<file path="src/rtl/mmul_sequencer.sv">
// mmul_sequencer: expands one MMUL_D / MMUL_ND instruction into per-row
// fetch beats, a fixed latency wait and (MMUL_D only) per-row commit beats.
// Optional feature macro: MMUL_SEQ_PREFETCH_EN (1-entry instruction buffer so
// a queued instruction starts fetching right after the current done beat).

package common_pkg;

    localparam int unsigned T_C        = 4;
    localparam int unsigned T_D        = 8;
    localparam int unsigned ADDR_WIDTH = 10;

    typedef logic [ADDR_WIDTH-1:0] addr_t;

    typedef enum logic {
        MMUL_ND = 1'b0,
        MMUL_D  = 1'b1
    } op_t;

    typedef struct packed {
        op_t   op;
        addr_t src1;
        addr_t src2;
        addr_t dest;
    } instruction_t;

    typedef struct packed {
        logic  valid;
        addr_t src1;
        addr_t src2;
        logic  drain;
    } fetch_t;

    typedef struct packed {
        logic  valid;
        addr_t dest;
    } commit_t;

    typedef struct packed {
        fetch_t  fetch;
        commit_t commit;
    } ctrl_signals_t;

endpackage

module mmul_sequencer
    import common_pkg::*;
#(
    parameter int unsigned T_C        = common_pkg::T_C,
    parameter int unsigned T_D        = common_pkg::T_D,
    parameter int unsigned ADDR_WIDTH = common_pkg::ADDR_WIDTH
) (
    input  logic          clk_i,
    input  logic          rst_ni,
    input  logic          instr_valid_i,
    output logic          instr_ready_o,
    input  instruction_t  instr_i,
    output ctrl_signals_t ctrl_o,
    output logic          busy_o,
    output logic          done_o
);

    localparam int unsigned CNT_MAX = (T_C > T_D) ? T_C : T_D;
    localparam int unsigned CNT_W   = (CNT_MAX > 1) ? $clog2(CNT_MAX) : 1;

    typedef enum logic [1:0] {
        S_IDLE,
        S_FETCH,
        S_WAIT,
        S_COMMIT
    } state_t;

    state_t             r_state;
    state_t             w_state_nxt;
    logic [CNT_W-1:0]   r_cnt;
    logic [CNT_W-1:0]   w_cnt_nxt;
    instruction_t       r_instr;
    instruction_t       w_instr_nxt;
    ctrl_signals_t      r_ctrl;
    ctrl_signals_t      w_ctrl_nxt;
    logic               r_done;
    logic               w_done_nxt;

    logic               w_accept;
    logic               w_cnt_last_c;
    logic               w_cnt_last_d;
    logic               w_last_beat;

`ifdef MMUL_SEQ_PREFETCH_EN
    logic               r_buf_valid;
    logic               w_buf_valid_nxt;
    instruction_t       r_buf_instr;
    instruction_t       w_buf_instr_nxt;

    assign instr_ready_o = (r_state == S_IDLE) || !r_buf_valid;
`else
    assign instr_ready_o = (r_state == S_IDLE);
`endif

    assign w_accept     = instr_valid_i && instr_ready_o;
    assign w_cnt_last_c = (r_cnt == CNT_W'(T_C - 1));
    assign w_cnt_last_d = (r_cnt == CNT_W'(T_D - 1));

    // The beat currently on ctrl_o is the final beat of its instruction
    assign w_last_beat  = ((r_state == S_FETCH) && w_cnt_last_c && (r_instr.op == MMUL_ND)) ||
                          ((r_state == S_COMMIT) && w_cnt_last_c);

    assign busy_o = (r_state != S_IDLE);
    assign ctrl_o = r_ctrl;
    assign done_o = r_done;

    // Next-state, counter and latched-instruction logic
    always_comb begin
        w_state_nxt = r_state;
        w_cnt_nxt   = r_cnt;
        w_instr_nxt = r_instr;
`ifdef MMUL_SEQ_PREFETCH_EN
        w_buf_valid_nxt = r_buf_valid;
        w_buf_instr_nxt = r_buf_instr;
`endif
        case (r_state)
            S_IDLE: begin
                if (w_accept) begin
                    w_state_nxt = S_FETCH;
                    w_cnt_nxt   = '0;
                    w_instr_nxt = instr_i;
                end
            end
            S_FETCH: begin
                if (w_cnt_last_c) begin
                    w_state_nxt = (r_instr.op == MMUL_D) ? S_WAIT : S_IDLE;
                    w_cnt_nxt   = '0;
                end else begin
                    w_cnt_nxt   = r_cnt + 1'b1;
                end
            end
            S_WAIT: begin
                if (w_cnt_last_d) begin
                    w_state_nxt = S_COMMIT;
                    w_cnt_nxt   = '0;
                end else begin
                    w_cnt_nxt   = r_cnt + 1'b1;
                end
            end
            S_COMMIT: begin
                if (w_cnt_last_c) begin
                    w_state_nxt = S_IDLE;
                    w_cnt_nxt   = '0;
                end else begin
                    w_cnt_nxt   = r_cnt + 1'b1;
                end
            end
            default: begin
                w_state_nxt = S_IDLE;
                w_cnt_nxt   = '0;
            end
        endcase
`ifdef MMUL_SEQ_PREFETCH_EN
        // On the final beat, chain straight into the buffered (or just
        // offered) instruction instead of passing through IDLE.
        if (w_last_beat) begin
            if (r_buf_valid) begin
                w_state_nxt     = S_FETCH;
                w_cnt_nxt       = '0;
                w_instr_nxt     = r_buf_instr;
                w_buf_valid_nxt = 1'b0;
            end else if (w_accept) begin
                w_state_nxt     = S_FETCH;
                w_cnt_nxt       = '0;
                w_instr_nxt     = instr_i;
            end
        end else if (w_accept && (r_state != S_IDLE)) begin
            w_buf_valid_nxt = 1'b1;
            w_buf_instr_nxt = instr_i;
        end
`endif
    end

    // Beat decode from the next state so that ctrl_o/done_o are registered
    // yet still appear in the cycle the state is entered.
    always_comb begin
        w_ctrl_nxt = '0;
        w_done_nxt = 1'b0;
        case (w_state_nxt)
            S_FETCH: begin
                w_ctrl_nxt.fetch.valid = 1'b1;
                w_ctrl_nxt.fetch.src1  = w_instr_nxt.src1 + ADDR_WIDTH'(w_cnt_nxt);
                w_ctrl_nxt.fetch.src2  = w_instr_nxt.src2 + ADDR_WIDTH'(w_cnt_nxt);
                w_ctrl_nxt.fetch.drain = (w_instr_nxt.op == MMUL_D);
                w_done_nxt = (w_cnt_nxt == CNT_W'(T_C - 1)) && (w_instr_nxt.op == MMUL_ND);
            end
            S_COMMIT: begin
                w_ctrl_nxt.commit.valid = 1'b1;
                w_ctrl_nxt.commit.dest  = w_instr_nxt.dest + ADDR_WIDTH'(w_cnt_nxt);
                w_done_nxt = (w_cnt_nxt == CNT_W'(T_C - 1));
            end
            default: begin
                w_ctrl_nxt = '0;
                w_done_nxt = 1'b0;
            end
        endcase
    end

    // State, counter, instruction and output registers
    always_ff @(posedge clk_i or negedge rst_ni) begin
        if (!rst_ni) begin
            r_state <= S_IDLE;
            r_cnt   <= '0;
            r_instr <= '0;
            r_ctrl  <= '0;
            r_done  <= 1'b0;
        end else begin
            r_state <= w_state_nxt;
            r_cnt   <= w_cnt_nxt;
            r_instr <= w_instr_nxt;
            r_ctrl  <= w_ctrl_nxt;
            r_done  <= w_done_nxt;
        end
    end

`ifdef MMUL_SEQ_PREFETCH_EN
    // One-entry look-ahead instruction buffer
    always_ff @(posedge clk_i or negedge rst_ni) begin
        if (!rst_ni) begin
            r_buf_valid <= 1'b0;
            r_buf_instr <= '0;
        end else begin
            r_buf_valid <= w_buf_valid_nxt;
            r_buf_instr <= w_buf_instr_nxt;
        end
    end
`endif

endmodule

</file>
<file path="config.mk">
export PLATFORM = sky130hd
export DESIGN_NAME = mmul_sequencer
export DESIGN_NICKNAME = d
export VERILOG_FILES = /design/src/rtl/mmul_sequencer.sv
export SDC_FILE = /design/constraint.sdc
export NUM_CORES = 1
export LEC_CHECK = 0
export ABC_AREA = 0
export CORE_ASPECT_RATIO = 1.25
export CORE_MARGIN = 1.5
export CORE_UTILIZATION = 57
export CTS_BUF_LIST = sky130_fd_sc_hd__clkbuf_2 sky130_fd_sc_hd__clkbuf_4 sky130_fd_sc_hd__clkbuf_8
export DETAILED_ROUTE_END_ITERATION = 7
export PLACE_DENSITY = 0.87
export REMOVE_ABC_BUFFERS = 1
export SYNTH_ARGS = -nofsm -noshare
export SYNTH_HDL_FRONTEND = slang
export SYNTH_SLANG_ARGS = --single-unit
</file>
<file path="constraint.sdc">
create_clock -name clk_i -period 7.1 [get_ports clk_i]
set_input_delay 1.065 -clock clk_i [delete_from_list [all_inputs] [get_ports clk_i]]
set_output_delay 1.065 -clock clk_i [all_outputs]
set_load 0.01 [all_outputs]
</file>
# Word level (Yosys, flattened, before mapping)
# Index checks and enable logic that the tools add are counted.
dict set report totals {
  regBits 70
  in_bits 34
  out_inout_bits 36
  word_cells 46
}
dict set report classes {
  add_sub_neg 4
  n_eq_ne 8
  mux 15
  bitwise_logic 1
  reduce_logical 5
}
# operator n
set ops {}
lappend ops {{31-bit two-way mux} 2}
lappend ops {{10-bit by 3-bit adder with 10-bit output} 3}
lappend ops {{22-bit two-way mux} 1}
lappend ops {{11-bit two-way mux} 1}
lappend ops {{2-bit two-way mux} 5}
lappend ops {{3-bit two-way mux} 3}
lappend ops {{3-bit case mux with 3 select lines} 1}
lappend ops {{2-bit case mux with 4 select lines} 1}
lappend ops {{2-bit equality test, second input constant} 3}
lappend ops {{3-bit by 2-bit equality test with 1-bit output, second input constant} 2}
lappend ops {{2-bit by 1-bit equality test with 1-bit output, second input constant} 2}
lappend ops {{3-bit by 1-bit adder with 3-bit output, second input constant} 1}
lappend ops {{3-bit equality test, second input constant} 1}
lappend ops {{1-bit logical AND} 2}
lappend ops {{2-bit logical NOT} 1}
lappend ops {{1-bit case mux with 2 select lines} 1}
lappend ops {{2-bit nonzero test} 1}
lappend ops {{2-bit OR reduction} 1}
lappend ops {{1-bit NOT} 1}

# Depth between registers and ports, before layout
dict set report depth {
  ltp_word 7
  mapped_depth 12
  depth_no_buf 11
}

# Worst setup path before layout
# OpenSTA, ideal clock, no wires.
dict set report synth_path {
  path_type {in2reg}
  start {input instr_valid_i}
  end {register r_ctrl (netlist bit ctrl_o[7])}
  setup_time_ps 78
  arrival_ps 3265
  setup_slack_ps 3757
  stages 12
  cell_sequence {nor3b_1 > buf_4 > buf_2 > buf_1 > nand2_1 > nand2_1 > ha_1 > nand2_1 > mux2i_1 > a311oi_4 > or4_1 > a21oi_1}
}
# item line
set synth_rtl {}
lappend synth_rtl {{start: declaration} 54} ;# input logic instr_valid_i,
lappend synth_rtl {{end signal: assignment} 215} ;# r_ctrl <= w_ctrl_nxt;
lappend synth_rtl {{end: declaration} 78} ;# ctrl_signals_t r_ctrl;

==> results.yml <==
synth:
  postSynth.asyncResetShare_pct: 100
  syn_area_per_cell_um2: 9.93
  synth.area.top_cells: "dfrtp_1 (51%), nand2_1 (9.6%), mux2i_1 (5.2%), ha_1 (4.3%), mux2_2 (2.9%)"
  yosysSeqAreaShare_pct: 50.7
  netlist_instances: 348
  synth_seq_cells: 70
  synth_area_um2: 3460
  ys_warn_count: 0
  synth_commonest_cells: "nand2_1 (88), dfrtp_1 (70), mux2i_1 (18)"
  synth_most_common_cell: "nand2_1"
  synth.distinct_cells: 49
  synth_area_leader_cell: "dfrtp_1"
  synth_edf_count: 0
  ys.flop_type: "dfrtp_1"
  synth_top_area_share_pct: 50.7
detailed_routing:
  wl_per_cell_um: 16.0
  wirelength_um: 7820
  drc_errors: 0
  ant_nets: 0
  via_count: 2774
  first_pass_iters: 5
  drt_iter0_markers: 201
  vias_per_cell: 5.67
global_route:
  grt_pass1_vias: 2754
  grt_overflow: 0
  grt_max_degree: 71
  grt_pass1_wl_um: 12900
  grt.total_usage_pct: 25.7
  antenna_found_initial: 0
sta:
  setup_tns_ps: 0
  layout_min_cycle_time_ps: 3690
  rsz0062_at_grt: "no"
  whs_ps: 480
  finalSetupViolCount: 0
  max_slew_margin_pct: 42.8
  max_slew.worst_pin.slew_ps: 859
  finalCritPeriodShare_pct: 51.9
  hold_viol: 0
  setup_slack_ps: 3410
  fmax_mhz: 271
  fin_skew_ps: 10.1
  maxSlewViolCount: 0
cells_and_area:
  nets: 464
  diodes: 0
  synthToLayoutAreaGrowth_pct: 27.5
  fin_area_um2: 4410
  drive_gt1_share_pct: 8.51
setup_path:
  start_kind: "primary input"
  cp.depth: 10
  required_ps: 7370
  crit_start: "instr_valid_i"
  arrival_ps: 3960
  r2r_slack_ps: 3890
  worstPathMaxFanout: 19
  worst_path_max_delay_cell: "clkdlybuf4s50_1"
  path_delay_family: "simple AND/OR/NAND/NOR gates"
  r2r_start: "r_state[1]"
  path_cells: "clkdlybuf4s50_1 -> or3b_1 -> buf_4 -> nand2_1 -> nand2_1 -> ha_1 -> or3_4 -> a311oi_4 -> o21ai_0 -> a21oi_1"
  endpoint_kind: "register"
  worstSetupPathType: "primary input to register"
  cpPeakStageDelay_ps: 560
  ff2ff_path_depth: 7
  cp_common_cell: "nand2_1"
  r2r-end: "ctrl_o[21]"
  critPathCapture: "ctrl_o[5]"
  critPathBufInv: 2
pwr:
  pwr-share-clk_pct: 17.6
  seqPwrFrac_pct: 32.3
  switchingPower_w: 0.000830
  cell_internal_pwr_w: 0.00121
  swShare_pct: 40.7
  power.density_nw_per_um2: 463
  power_frac_comb_pct: 50.1
  power.leakage_nw: 2.00
  ir_drop_v: 0.000350
floorplan:
  start_util_pct: 59.4
  fp.coreArea_um2: 5820
  die_w_um: 72.7
  dieArea_um2: 6540
  die_h_um: 90.1
  boundaryPins: 70
  rows: 31
clock_network:
  cts_setup_buffers: 0
  clock-root-buffer: "clkbuf_8"
  htreeDepth: 3
  cts.path.max_buffers: 2
  cts_tree: "yes"
  cts.sinks: 70
  postCtsResizedCells: 0
  hold_buffers: 0
  clk_pin_slew_ps: 70
  clock_latency_ps: 360
  numCtsBuffers: 9
placement:
  dp_hpwl_um: 5270
  dpl_cell_area_um2: 4190
  place_congestion: 0.863
  dp_slack_ps: 3060
  port_buffers: 69
min_path:
  worst_hold_path_type: "register to register"
run:
  maxCapViolCount: 0
run_status:
  status: "complete, no violations"
worst min-delay path by stage:
stage | from | endpoint | slack (ps) | cells past startpoint
finish | r_instr[10] | r_instr[10] | 480 | 2
detailed placement | r_instr[10] | r_instr[10] | 460 | 2
CTS | r_instr[10] | r_instr[10] | 480 | 2
global route | r_instr[10] | r_instr[10] | 510 | 2
global placement | r_instr[20] | r_instr[20] | 460 | 2
floorplan | r_instr[0] | r_instr[0] | 440 | 2
flip-flops by register name, summed over array words and instances (netlist names):
signal	count
ctrl_o	33
done_o	1
r_cnt	3
r_instr	31
r_state	2
power by group through the flow:
stage	sequential [W]	combinational [W]	clock [W]
after detailed placement	0.000663	0.00101	0
final	0.000659	0.00102	0.000359
after global placement	0.000655	0.000968	0
after CTS	0.000658	0.00102	0.000362
after floorplan	0.000672	0.000632	0
after global routing	0.000675	0.00113	0.000383
worst reg2reg max path: cells and delay by family, from the launching register on:
kind | cells | cell delay, ps
and+or+nand+nor | 2 | 960
muxes | 1 | 250
adders and majority gates | 1 | 300
DFF | 1 | 650
AOI/OAI and AO/OA | 3 | 980
cells in the final DEF (no fill, tap or decap), types with 2 or more instances in the layout:
master,n
inv_1,13
clkinvlp_4,2
and3_1,8
nor2_1,6
a21oi_1,13
nand3_1,7
o21ai_0,9
clkbuf_8,10
and2_1,5
or3_1,11
or4_1,2
mux2i_1,18
clkinv_2,2
a31oi_1,2
clkdlybuf4s50_1,68
dfrtp_1,70
nand4_1,2
nor4_1,3
nand2_1,88
xor2_1,3
nand2b_1,5
a21boi_0,8
nor3_1,8
nor3b_1,5
o31ai_1,3
nand3b_1,2
mux2_2,9
buf_4,3
a211oi_1,3
bufinv_16,2
ha_1,12
logic make-up after synthesis:
family                     share of synthesized area [%]
AOI/OAI and AO/OA                                   9.59
adders and majority gates                           4.34
muxes                                               8.54
xor gates and xnor gates                            1.01
DFF                                                 50.7
and+or+nand+nor                                     22.5
buffers and inverters                               3.33
routing by layer:
layer	vias up	GRT usage [%]	wire [um]
met5	-	0	0
met4	0	12.4	184
met3	13	5.38	339
met2	79	42.7	4080
met1	1337	31.1	3210
li1	1345	-	-
cell type report:
| cell class | count | area (um^2) |
|---|---|---|
| Sequential cell | 70 | 1750 |
| Timing Repair Buffer | 72 | 708 |
| Multi-Input combinational cell | 252 | 1600 |
| Fill cell | 413 | 1410 |
| Inverter | 13 | 48.8 |
| Clock inverter | 6 | 85.1 |
| Clock buffer | 10 | 138 |
| Tap cell | 66 | 82.6 |
stage by stage:
stage | std cells | power, W | utilization, %
finish | 489 | 0.00204 | 75.8
global route | 489 | 0.00218 | 75.8
CTS | 489 | 0.00204 | 75.8
detailed placement | 473 | 0.00167 | 72.0
global placement | 473 | 0.00162 | 72.0
floorplan | 335 | 0.00130 | -
Power figures use the tool's default switching activity.
